**src/rtl/qsys_system_switches_debounced.sv**
```systemverilog
// rtl/qsys_system_switches_debounced.sv - Avalon-MM input PIO with sync, debounce, edge capture and IRQ
module qsys_system_switches_debounced #(
  parameter int WIDTH            = 10,
  parameter int DEBOUNCE_W       = 16,
  parameter int DEFAULT_DEBOUNCE = 50000,
  parameter int EDGE_TYPE        = 0,
  parameter int IRQ_MODE         = 1
) (
  input  logic             clk,
  input  logic             reset,
  input  logic [2:0]       address,
  input  logic             chipselect,
  input  logic             write_n,
  input  logic [31:0]      writedata,
  output logic [31:0]      readdata,
  output logic             irq,
  input  logic [WIDTH-1:0] in_port
);

  localparam logic [DEBOUNCE_W:0]   ONE_EXT    = (DEBOUNCE_W+1)'(1);
  localparam logic [DEBOUNCE_W-1:0] THRESH_RST = DEBOUNCE_W'(DEFAULT_DEBOUNCE);

  logic [WIDTH-1:0]      sync1_q, sync2_q;
  logic [WIDTH-1:0]      stable_q, stable_d;
  logic [WIDTH-1:0]      capture_q, capture_d;
  logic [WIDTH-1:0]      mask_q;
  logic [DEBOUNCE_W-1:0] thresh_q;
  logic [DEBOUNCE_W-1:0] cnt_q [WIDTH];
  logic [DEBOUNCE_W-1:0] cnt_d [WIDTH];
  logic [31:0]           readdata_q, readdata_d;
  logic                  irq_q, irq_d;

  logic                  wr_en;
  logic [DEBOUNCE_W:0]   neff;
  logic [DEBOUNCE_W:0]   cnt_inc;
  logic [WIDTH-1:0]      commit;
  logic [WIDTH-1:0]      edge_hit;
  logic [WIDTH-1:0]      clr_bits;
  logic                  unused_wdata;

  assign wr_en        = chipselect & ~write_n;
  assign unused_wdata = ^writedata;

  // Effective threshold: a programmed 0 acts as 1 so a bit always needs one mismatching cycle
  always_comb begin
    neff = {1'b0, thresh_q};
    if (thresh_q == '0) neff = ONE_EXT;
  end

  // Per-bit filter: count consecutive mismatches, commit once the run reaches the threshold
  always_comb begin
    commit  = '0;
    cnt_inc = '0;
    for (int i = 0; i < WIDTH; i++) begin
      cnt_d[i] = '0;
      cnt_inc  = {1'b0, cnt_q[i]} + ONE_EXT;
      if (sync2_q[i] != stable_q[i]) begin
        if (cnt_inc >= neff) commit[i] = 1'b1;
        else                 cnt_d[i]  = cnt_inc[DEBOUNCE_W-1:0];
      end
    end
    stable_d = stable_q ^ commit;
  end

  // Edge qualification and W1C capture; a same-cycle edge overrides the clear
  always_comb begin
    case (EDGE_TYPE)
      1:       edge_hit = commit & sync2_q;
      2:       edge_hit = commit & ~sync2_q;
      default: edge_hit = commit;
    endcase
    clr_bits = '0;
    if (wr_en && address == 3'd3) clr_bits = writedata[WIDTH-1:0];
    capture_d = (capture_q & ~clr_bits) | edge_hit;
  end

  // Read mux and interrupt source, both registered one cycle later
  always_comb begin
    readdata_d = '0;
    case (address)
      3'd0:    readdata_d[WIDTH-1:0]      = stable_q;
      3'd1:    readdata_d[WIDTH-1:0]      = sync2_q;
      3'd2:    readdata_d[WIDTH-1:0]      = mask_q;
      3'd3:    readdata_d[WIDTH-1:0]      = capture_q;
      3'd4:    readdata_d[DEBOUNCE_W-1:0] = thresh_q;
      default: readdata_d = '0;
    endcase
    if (IRQ_MODE == 1) irq_d = |(capture_q & mask_q);
    else               irq_d = |(stable_q & mask_q);
  end

  // State update with synchronous reset
  always_ff @(posedge clk) begin
    if (reset) begin
      sync1_q    <= '0;
      sync2_q    <= '0;
      stable_q   <= '0;
      capture_q  <= '0;
      mask_q     <= '0;
      thresh_q   <= THRESH_RST;
      readdata_q <= '0;
      irq_q      <= 1'b0;
      for (int i = 0; i < WIDTH; i++) cnt_q[i] <= '0;
    end else begin
      sync1_q    <= in_port;
      sync2_q    <= sync1_q;
      stable_q   <= stable_d;
      capture_q  <= capture_d;
      readdata_q <= readdata_d;
      irq_q      <= irq_d;
      for (int i = 0; i < WIDTH; i++) cnt_q[i] <= cnt_d[i];
      if (wr_en && address == 3'd2) mask_q   <= writedata[WIDTH-1:0];
      if (wr_en && address == 3'd4) thresh_q <= writedata[DEBOUNCE_W-1:0];
    end
  end

  assign readdata = readdata_q;
  assign irq      = irq_q;

endmodule

```
**config.mk**
```make
export PLATFORM = sky130hd
export DESIGN_NAME = qsys_system_switches_debounced
export DESIGN_NICKNAME = d
export VERILOG_FILES = /design/src/rtl/qsys_system_switches_debounced.sv
export SDC_FILE = /design/constraint.sdc
export NUM_CORES = 1
export LEC_CHECK = 0
export BUFFER_PORTS_ARGS = -buffer_cell sky130_fd_sc_hd__buf_2
export CORE_MARGIN = 5
export CORE_UTILIZATION = 45
export DETAILED_ROUTE_END_ITERATION = 8
export HOLD_SLACK_MARGIN = 0.05
export MAX_ROUTING_LAYER = met4
export SLEW_MARGIN = 20
export SYNTH_ARGS = -nofsm -noshare
export SYNTH_HDL_FRONTEND = slang
export SYNTH_SLANG_ARGS = --single-unit
```
**constraint.sdc**
```tcl
create_clock -name clk -period 4.25 [get_ports clk]
set_input_delay 0.425 -clock clk [delete_from_list [all_inputs] [get_ports clk]]
set_output_delay 0.425 -clock clk [all_outputs]
set_load 0.02 [all_outputs]
```
==> results of run 1 <==
[metrics by stage]
stage                     total power [mW]  hold WS, ns
after global routing                 5.163      0.09153
after global placement               2.538       0.4226
after CTS                            5.041      0.07292
after floorplan                      2.480       0.4138
final                                4.980      0.09930
after detailed placement             2.540       0.4204
[worst paths after layout]
check / start / to / slack (ns) / cells past startpoint
setup / recovery: cnt_q[9][0] / cnt_q[9][3] / 0.76 / 12
hold / removal: in_port[2] / sync1_q[2] / 0.1 / 2
setup reg to reg: cnt_q[9][0] / cnt_q[9][3] / 0.76 / 12
hold reg to reg: sync1_q[6] / sync2_q[6] / 0.42 / 1
[layer usage]
metal,vias up,part of all wire [%],wire (um)
li1,5366,-,-
met1,4955,48,16260
met2,218,45,15320
met3,55,4.7,1597
met4,0,2.5,867
met5,-,0,0
[state kept, by name, indices dropped and copies added (netlist names), named ones only]
signal,count
cnt_q,160
sync2_q,10
sync1_q,10
capture_q,10
irq,1
readdata,16
thresh_q,16
mask_q,10
[power by group through the flow]
stage	clock, mW	combinational, mW	sequential [mW]
floorplan	0	0.124	2.36
global placement	0	0.180	2.36
detailed placement	0	0.182	2.36
CTS	2.55	0.183	2.31
global route	2.65	0.203	2.31
finish	2.49	0.184	2.31
[area by class of cell]
type                    count  area [sq um]  area share (%)
inverters                  41         153.9           1.007
clock buffers              37         805.8           5.270
diodes                      1         2.502         0.01637
multi-input cells        1165          8458           55.32
well taps                 390         488.0           3.191
clock inverters            14         158.9           1.039
repair buffers             64         357.8           2.340
flip-flops and latches    243          4865           31.82
[Yosys cell counts, types with 13 or more instances]
| library cell | number | area share (%) |
|---|---|---|
| a21o_1 | 18 | 0.99 |
| o21ai_0 | 19 | 0.70 |
| nand4_1 | 46 | 2.1 |
| xnor2_1 | 95 | 6.1 |
| a22oi_1 | 19 | 1.0 |
| nand2_1 | 104 | 2.9 |
| nor2b_2 | 16 | 1.0 |
| a21oi_1 | 61 | 2.2 |
| and2_1 | 15 | 0.69 |
| dfxtp_1 | 243 | 36 |
| nor2b_1 | 116 | 5.3 |
| and2b_1 | 13 | 0.71 |
| mux2i_1 | 19 | 1.4 |
| ha_1 | 170 | 16 |
| and4_1 | 20 | 1.3 |
| nand3_1 | 90 | 3.3 |
| clkbuf_1 | 25 | 0.69 |
| and3_1 | 47 | 2.1 |
| nor3_1 | 22 | 0.80 |
| inv_1 | 41 | 1.1 |
| nor2_1 | 91 | 2.5 |
| xor2_1 | 55 | 3.5 |
| buf_4 | 16 | 0.88 |
[kinds of logic (layout without fill, tap and decap cells)]
logic type	count (synthesis)	count (layout)
mux	29	29
fa+ha+maj	170	170
other cells	1	17
flops	243	243
simple gates	611	611
xor+xnor	150	150
buf+inv	93	156
compound gates	189	189
==> impl_metrics.ini, run 1 <==
[critical_path]
critPathTopFamily = simple AND/OR/NAND/NOR gates
crit_top_cell = ha_1
cp_slowest_cell = nor3_1
cp_max_fo = 16
slowest_delay_ns = 0.47
start_kind = flop
path_cells = ha_1, nand4_1, nor3_1, nand3_1, xnor2_1, ha_1, and4_1, nand2b_1, o41a_2, o211ai_2, or3_4, and2b_1
end_kind = flop
cp.arrival_ns = 3.92
critical_path_class = reg -> reg
worstPathRequired_ns = 4.68
path_buf_inv = 0

[die]
core-area_sq_um = 29800
die_w_um = 184.4
ios = 82
dieArea_sq_um = 33990
chipHeight_um = 184.4
start_util_pct = 45.91
row_count = 63

[clock_network]
post-cts-setup-buffers = 0
clk_path_buf_depth = 3
cts_sinks = 243
cts-root-buf = clkbuf_16
ctsResizeCount = 0
cts_made_buffers = 28
clock_latency_ns = 0.53
clkTransAtPathRegs_ns = 0.06
cts_tree = built
htree_levels = 1
holdBufCountCts = 0

[pwr]
p_switching_mw = 1.116
clockPowerShare_pct = 50.0
p_sw_share_pct = 22.40
p_seq_share_pct = 46.3
p_leak_nw = 6.604
p_int_mw = 3.864
powerDensity_nw_per_um2 = 325.7
power_frac_comb_pct = 3.7
peakVddDrop_mv = 0.3021

[synthesis]
synth_compound_area_share_pct = 9.320
syn_avg_cell_area_sq_um = 9.206
synth_fa_ha_area_share_pct = 15.55
syn_inst = 1486
synth_edf_count = 0
synthFlopType = dfxtp_1
yosys.area_share.xor_xnor_pct = 9.603
yosys_register_bits = 243
yosys.area_share.simple_pct = 24.51
yosysUniqueCellTypes = 66
synth_top_family_by_area = simple AND/OR/NAND/NOR gates
netlist_area_sq_um = 13680
synthArstFlopShare_pct = 0
yosysSeqAreaShare_pct = 35.56
yosysWarnings = 0
synthMuxAreaShare_pct = 2.296

[finish]
fin_area_sq_um = 15290
drive_above_1_share_pct = 10.04
instances_no_fill = 1955
areaGrowthSynthToFinish_pct = 11.76
n_fill_cell = 2804
final_common_cell = dfxtp_1
fin_util_pct = 51.31
layout_common_cells = dfxtp_1 (243), ha_1 (170), nor2b_1 (116)
num-nets-final = 1762

[route]
wl_um = 34040
ant_nets = 0
dr.pass1.iters = 5
remaining_drc_errors = 0
wl_per_cell_um = 17.41
num_vias = 10594
vias_per_cell = 5.419
drt-initial-drc-count = 642

[worst_hold_path]
min-delay-path-class = in -> reg

[timing]
min_period_over_period_pct = 82.10
max_freq_mhz = 286.6
slew-limit-headroom_pct = 30.63
drv_slew = 0
fin_ws_ns = 0.7606
rsz0062_at_grt = false
period_needed_ns = 3.489
worst_pin_slew_ns = 1.039
setup_viol = 0
setup_tns_ns = 0
hold_viol = 0
skew_ns = 0.01004

[job]
drv_cap = 0

[global_routing]
grt_pass1_vias = 10434
grt_overflow_total = 0
grt_pass1_wl_um = 55110
grt_start_max_net_pins = 59
gr-usage-met1_pct = 27.73
antenna_found_initial = 1
grt_util_all_layers_pct = 20.73
busiest_layer = met2
gr-usage-met3_pct = 2.743
use_met2_pct = 33.16

[placed_design]
gp_congestion = 0.8476
dpl_cell_area_sq_um = 14320
dp_hpwl_um = 23920
dp.cells = 1903
pre_cts_ws_ns = 0.7515
port_buffers = 49

[run_status]
status = complete, no violations
No activity file was read; power rests on OpenSTA's default activity.
==> inputs of run 2 (changes only) <==
ABC_AREA = 1   (was default)
clock period = 3.4 ns   (was 4.25 ns; I/O delays follow)
==> impl_metrics.ini, run 2 <==
[run_status]
status = complete, no violations

[die]
start_util_pct = 45.27
chipHeight_um = 193.2
row_count = 67
die_w_um = 193.2
core-area_sq_um = 33360
dieArea_sq_um = 37330
ios = 82

[synthesis]
synthTopCellsByCount = nand2_1 (382), inv_1 (367), nor2_1 (344), dfxtp_1 (243), ha_1 (170)
synthArstFlopShare_pct = 0
synthMuxAreaShare_pct = 0
synth_top_area_share_pct = 32.21
synth_edf_count = 0
syn_avg_cell_area_sq_um = 7.138
yosys.area_share.simple_pct = 28.42
synthFlopType = dfxtp_1
synth_area_leaders = dfxtp_1 (32%), ha_1 (14%), nand2_1 (9.5%), inv_1 (9.1%), nor2_1 (8.5%)
synth_fa_ha_area_share_pct = 14.08
yosys.area_share.xor_xnor_pct = 6.320
synth_top_family_by_area = simple AND/OR/NAND/NOR gates
synth.most_common_cell = nand2_1
synth_top_area_cell = dfxtp_1
yosysUniqueCellTypes = 48
yosysWarnings = 0
netlist_area_sq_um = 15100
synth_compound_area_share_pct = 8.019
yosysSeqAreaShare_pct = 32.21
yosys_register_bits = 243
syn_inst = 2116

[pwr]
p_sw_share_pct = 22.72
power_mw = 6.281
powerDensity_nw_per_um2 = 368.5
clockPowerShare_pct = 49.6
p_leak_nw = 8.005
p_seq_share_pct = 45.9
p_switching_mw = 1.427
power_frac_comb_pct = 4.5
peakVddDrop_mv = 0.3452
p_int_mw = 4.854

[global_routing]
antenna_found_initial = 4
grt_pass1_vias = 12474
grt_pass1_wl_um = 61780
grt_util_all_layers_pct = 20.56
grt_start_max_net_pins = 47
grt_overflow_total = 0

[critical_path]
worstPathRequired_ns = 3.88
cp.arrival_ns = 3.54
r2r_cells = 15
critical_path_class = reg -> reg
end_kind = flop
rrSetupSlack_ns = 0.34
r2r_end = cnt_q[9][2]
cp_max_fo = 16
start_kind = flop
r2r_start = cnt_q[9][0]

[route]
remaining_drc_errors = 0
dr.pass1.iters = 6
vias_per_cell = 4.842
wl_per_cell_um = 14.20
wl_um = 38150
drt-initial-drc-count = 644
ant_nets = 0
num_vias = 13005

[timing]
setup_tns_ns = 0
drv_slew = 0
max_freq_mhz = 326.7
holdWs_ns = 0.07904
setup_viol = 0
slew-limit-headroom_pct = 46.99
worst_pin_slew_ns = 0.7922
min_period_over_period_pct = 90.02
period_needed_ns = 3.061
hold_viol = 0
rsz0062_at_grt = false
skew_ns = 0.01333

[clock_network]
cts_tree = built
clock_latency_ns = 0.55
clk_path_buf_depth = 3
cts_made_buffers = 29
cts-root-buf = clkbuf_16
cts_sinks = 243
htree_levels = 1
clkTransAtPathRegs_ns = 0.06

[finish]
regMostFlops = cnt_q
layout_common_cells = nand2_1 (382), inv_1 (367), nor2_1 (342)
areaGrowthSynthToFinish_pct = 12.85
largest_reg_flops = 160
fin_area_sq_um = 17050
drive_above_1_share_pct = 8.725
final_common_cell = nand2_1
n_fill_cell = 3364
num-nets-final = 2433

[job]
drv_cap = 0

[worst_hold_path]
min_from = writedata[14]
hold_depth = 3
hold_end = thresh_q[14]
min-delay-path-class = in -> reg

[placed_design]
gp_congestion = 0.8594
port_buffers = 49
dp_hpwl_um = 27160
dpl_cell_area_sq_um = 15920
[run 2: cell count changes after synthesis, sizes merged, moves of 21 or more]
cell	before	now
and4	21	0
xor2	55	87
inv	41	368
and3	47	2
a21oi	61	93
o21ai	19	52
nand2	104	392
nor2b	132	3
xnor2	95	22
nor2	93	381
[run 2: area by class of cell]
cell class	instances	area, sq um	share of cell area (%)
multi-input cells	1480	8676	50.90
well taps	448	560.5	3.289
clock buffers	40	817.0	4.793
repair buffers	90	588.1	3.450
clock inverters	12	142.6	0.8368
diodes	3	7.507	0.04404
flip-flops and latches	243	4865	28.54
inverters	370	1389	8.148
[run 2: timing repair]
item	4_1_cts	5_1_grt
buffers inserted	0	0
setup endpoints to repair	0	42
hold buffers	14	0
hold endpoints to repair	15	0
gates resized for setup	0	5
[run 2: how the worst max path moves through the flow]
stage | start | endpoint | slack [ns] | cells after the start
5_1_grt | cnt_q[0][0] | cnt_q[0][12] | 0.003 | 15
3_3_place_gp | cnt_q[3][3] | cnt_q[3][3] | 0.35 | 17
4_1_cts | cnt_q[6][0] | cnt_q[6][5] | 0.27 | 17
2_1_floorplan | thresh_q[6] | cnt_q[0][10] | 0.36 | 12
3_5_place_dp | cnt_q[3][3] | cnt_q[3][1] | 0.30 | 17
6_report | cnt_q[9][0] | cnt_q[9][2] | 0.34 | 15
[run 2: cells by family (layout without fill, tap and decap cells)]
| logic type | Yosys count | in the layout |
|---|---|---|
| AOI/OAI and AO/OA | 211 | 211 |
| DFF | 243 | 243 |
| buffers and inverters | 408 | 512 |
| adders and majority gates | 170 | 170 |
| other | 1 | 19 |
| and+or+nand+nor | 974 | 974 |
| xor gates and xnor gates | 109 | 109 |
[run 2: layer usage]
| metal | global-route usage [%] | vias to the layer above | part of all wire, % |
|---|---|---|---|
| li1 | - | 6875 | - |
| met1 | 25.36 | 5842 | 45 |
| met2 | 35.09 | 223 | 47 |
| met3 | 3.009 | 65 | 4.2 |
| met4 | 6.058 | 0 | 3.3 |
| met5 | - | - | 0 |
[run 2: stage by stage]
step | std cells | util [%] | setup WS [ns]
after floorplan | 2131 | - | 0.3606
after global placement | 2617 | 47.70 | 0.3453
after detailed placement | 2617 | 47.70 | 0.3039
after CTS | 2683 | 51.00 | 0.2746
after global routing | 2686 | 51.09 | 0.002696
final | 2686 | 51.09 | 0.3394
[run 2: critical path, cell delays in order, from the launching register on]
cell     delay [ns]
dfxtp_1        0.40
ha_1           0.21
nand2_1        0.09
nor2_4         0.19
nand3_4        0.12
or2_2          0.29
xor2_1         0.21
ha_1           0.28
a21o_1         0.18
a21oi_1        0.20
nand2_1        0.08
nor2_1         0.13
nand2_2        0.09
nor2_4         0.12
nand2_4        0.23
nor2_1         0.17
[run 2: power groups by stage]
stage | Combinational, mW | Sequential [mW] | Clock, mW
finish | 0.280 | 2.89 | 3.12
global route | 0.311 | 2.89 | 3.33
CTS | 0.279 | 2.88 | 3.20
detailed placement | 0.265 | 2.95 | 0
global placement | 0.260 | 2.95 | 0
floorplan | 0.171 | 2.95 | 0
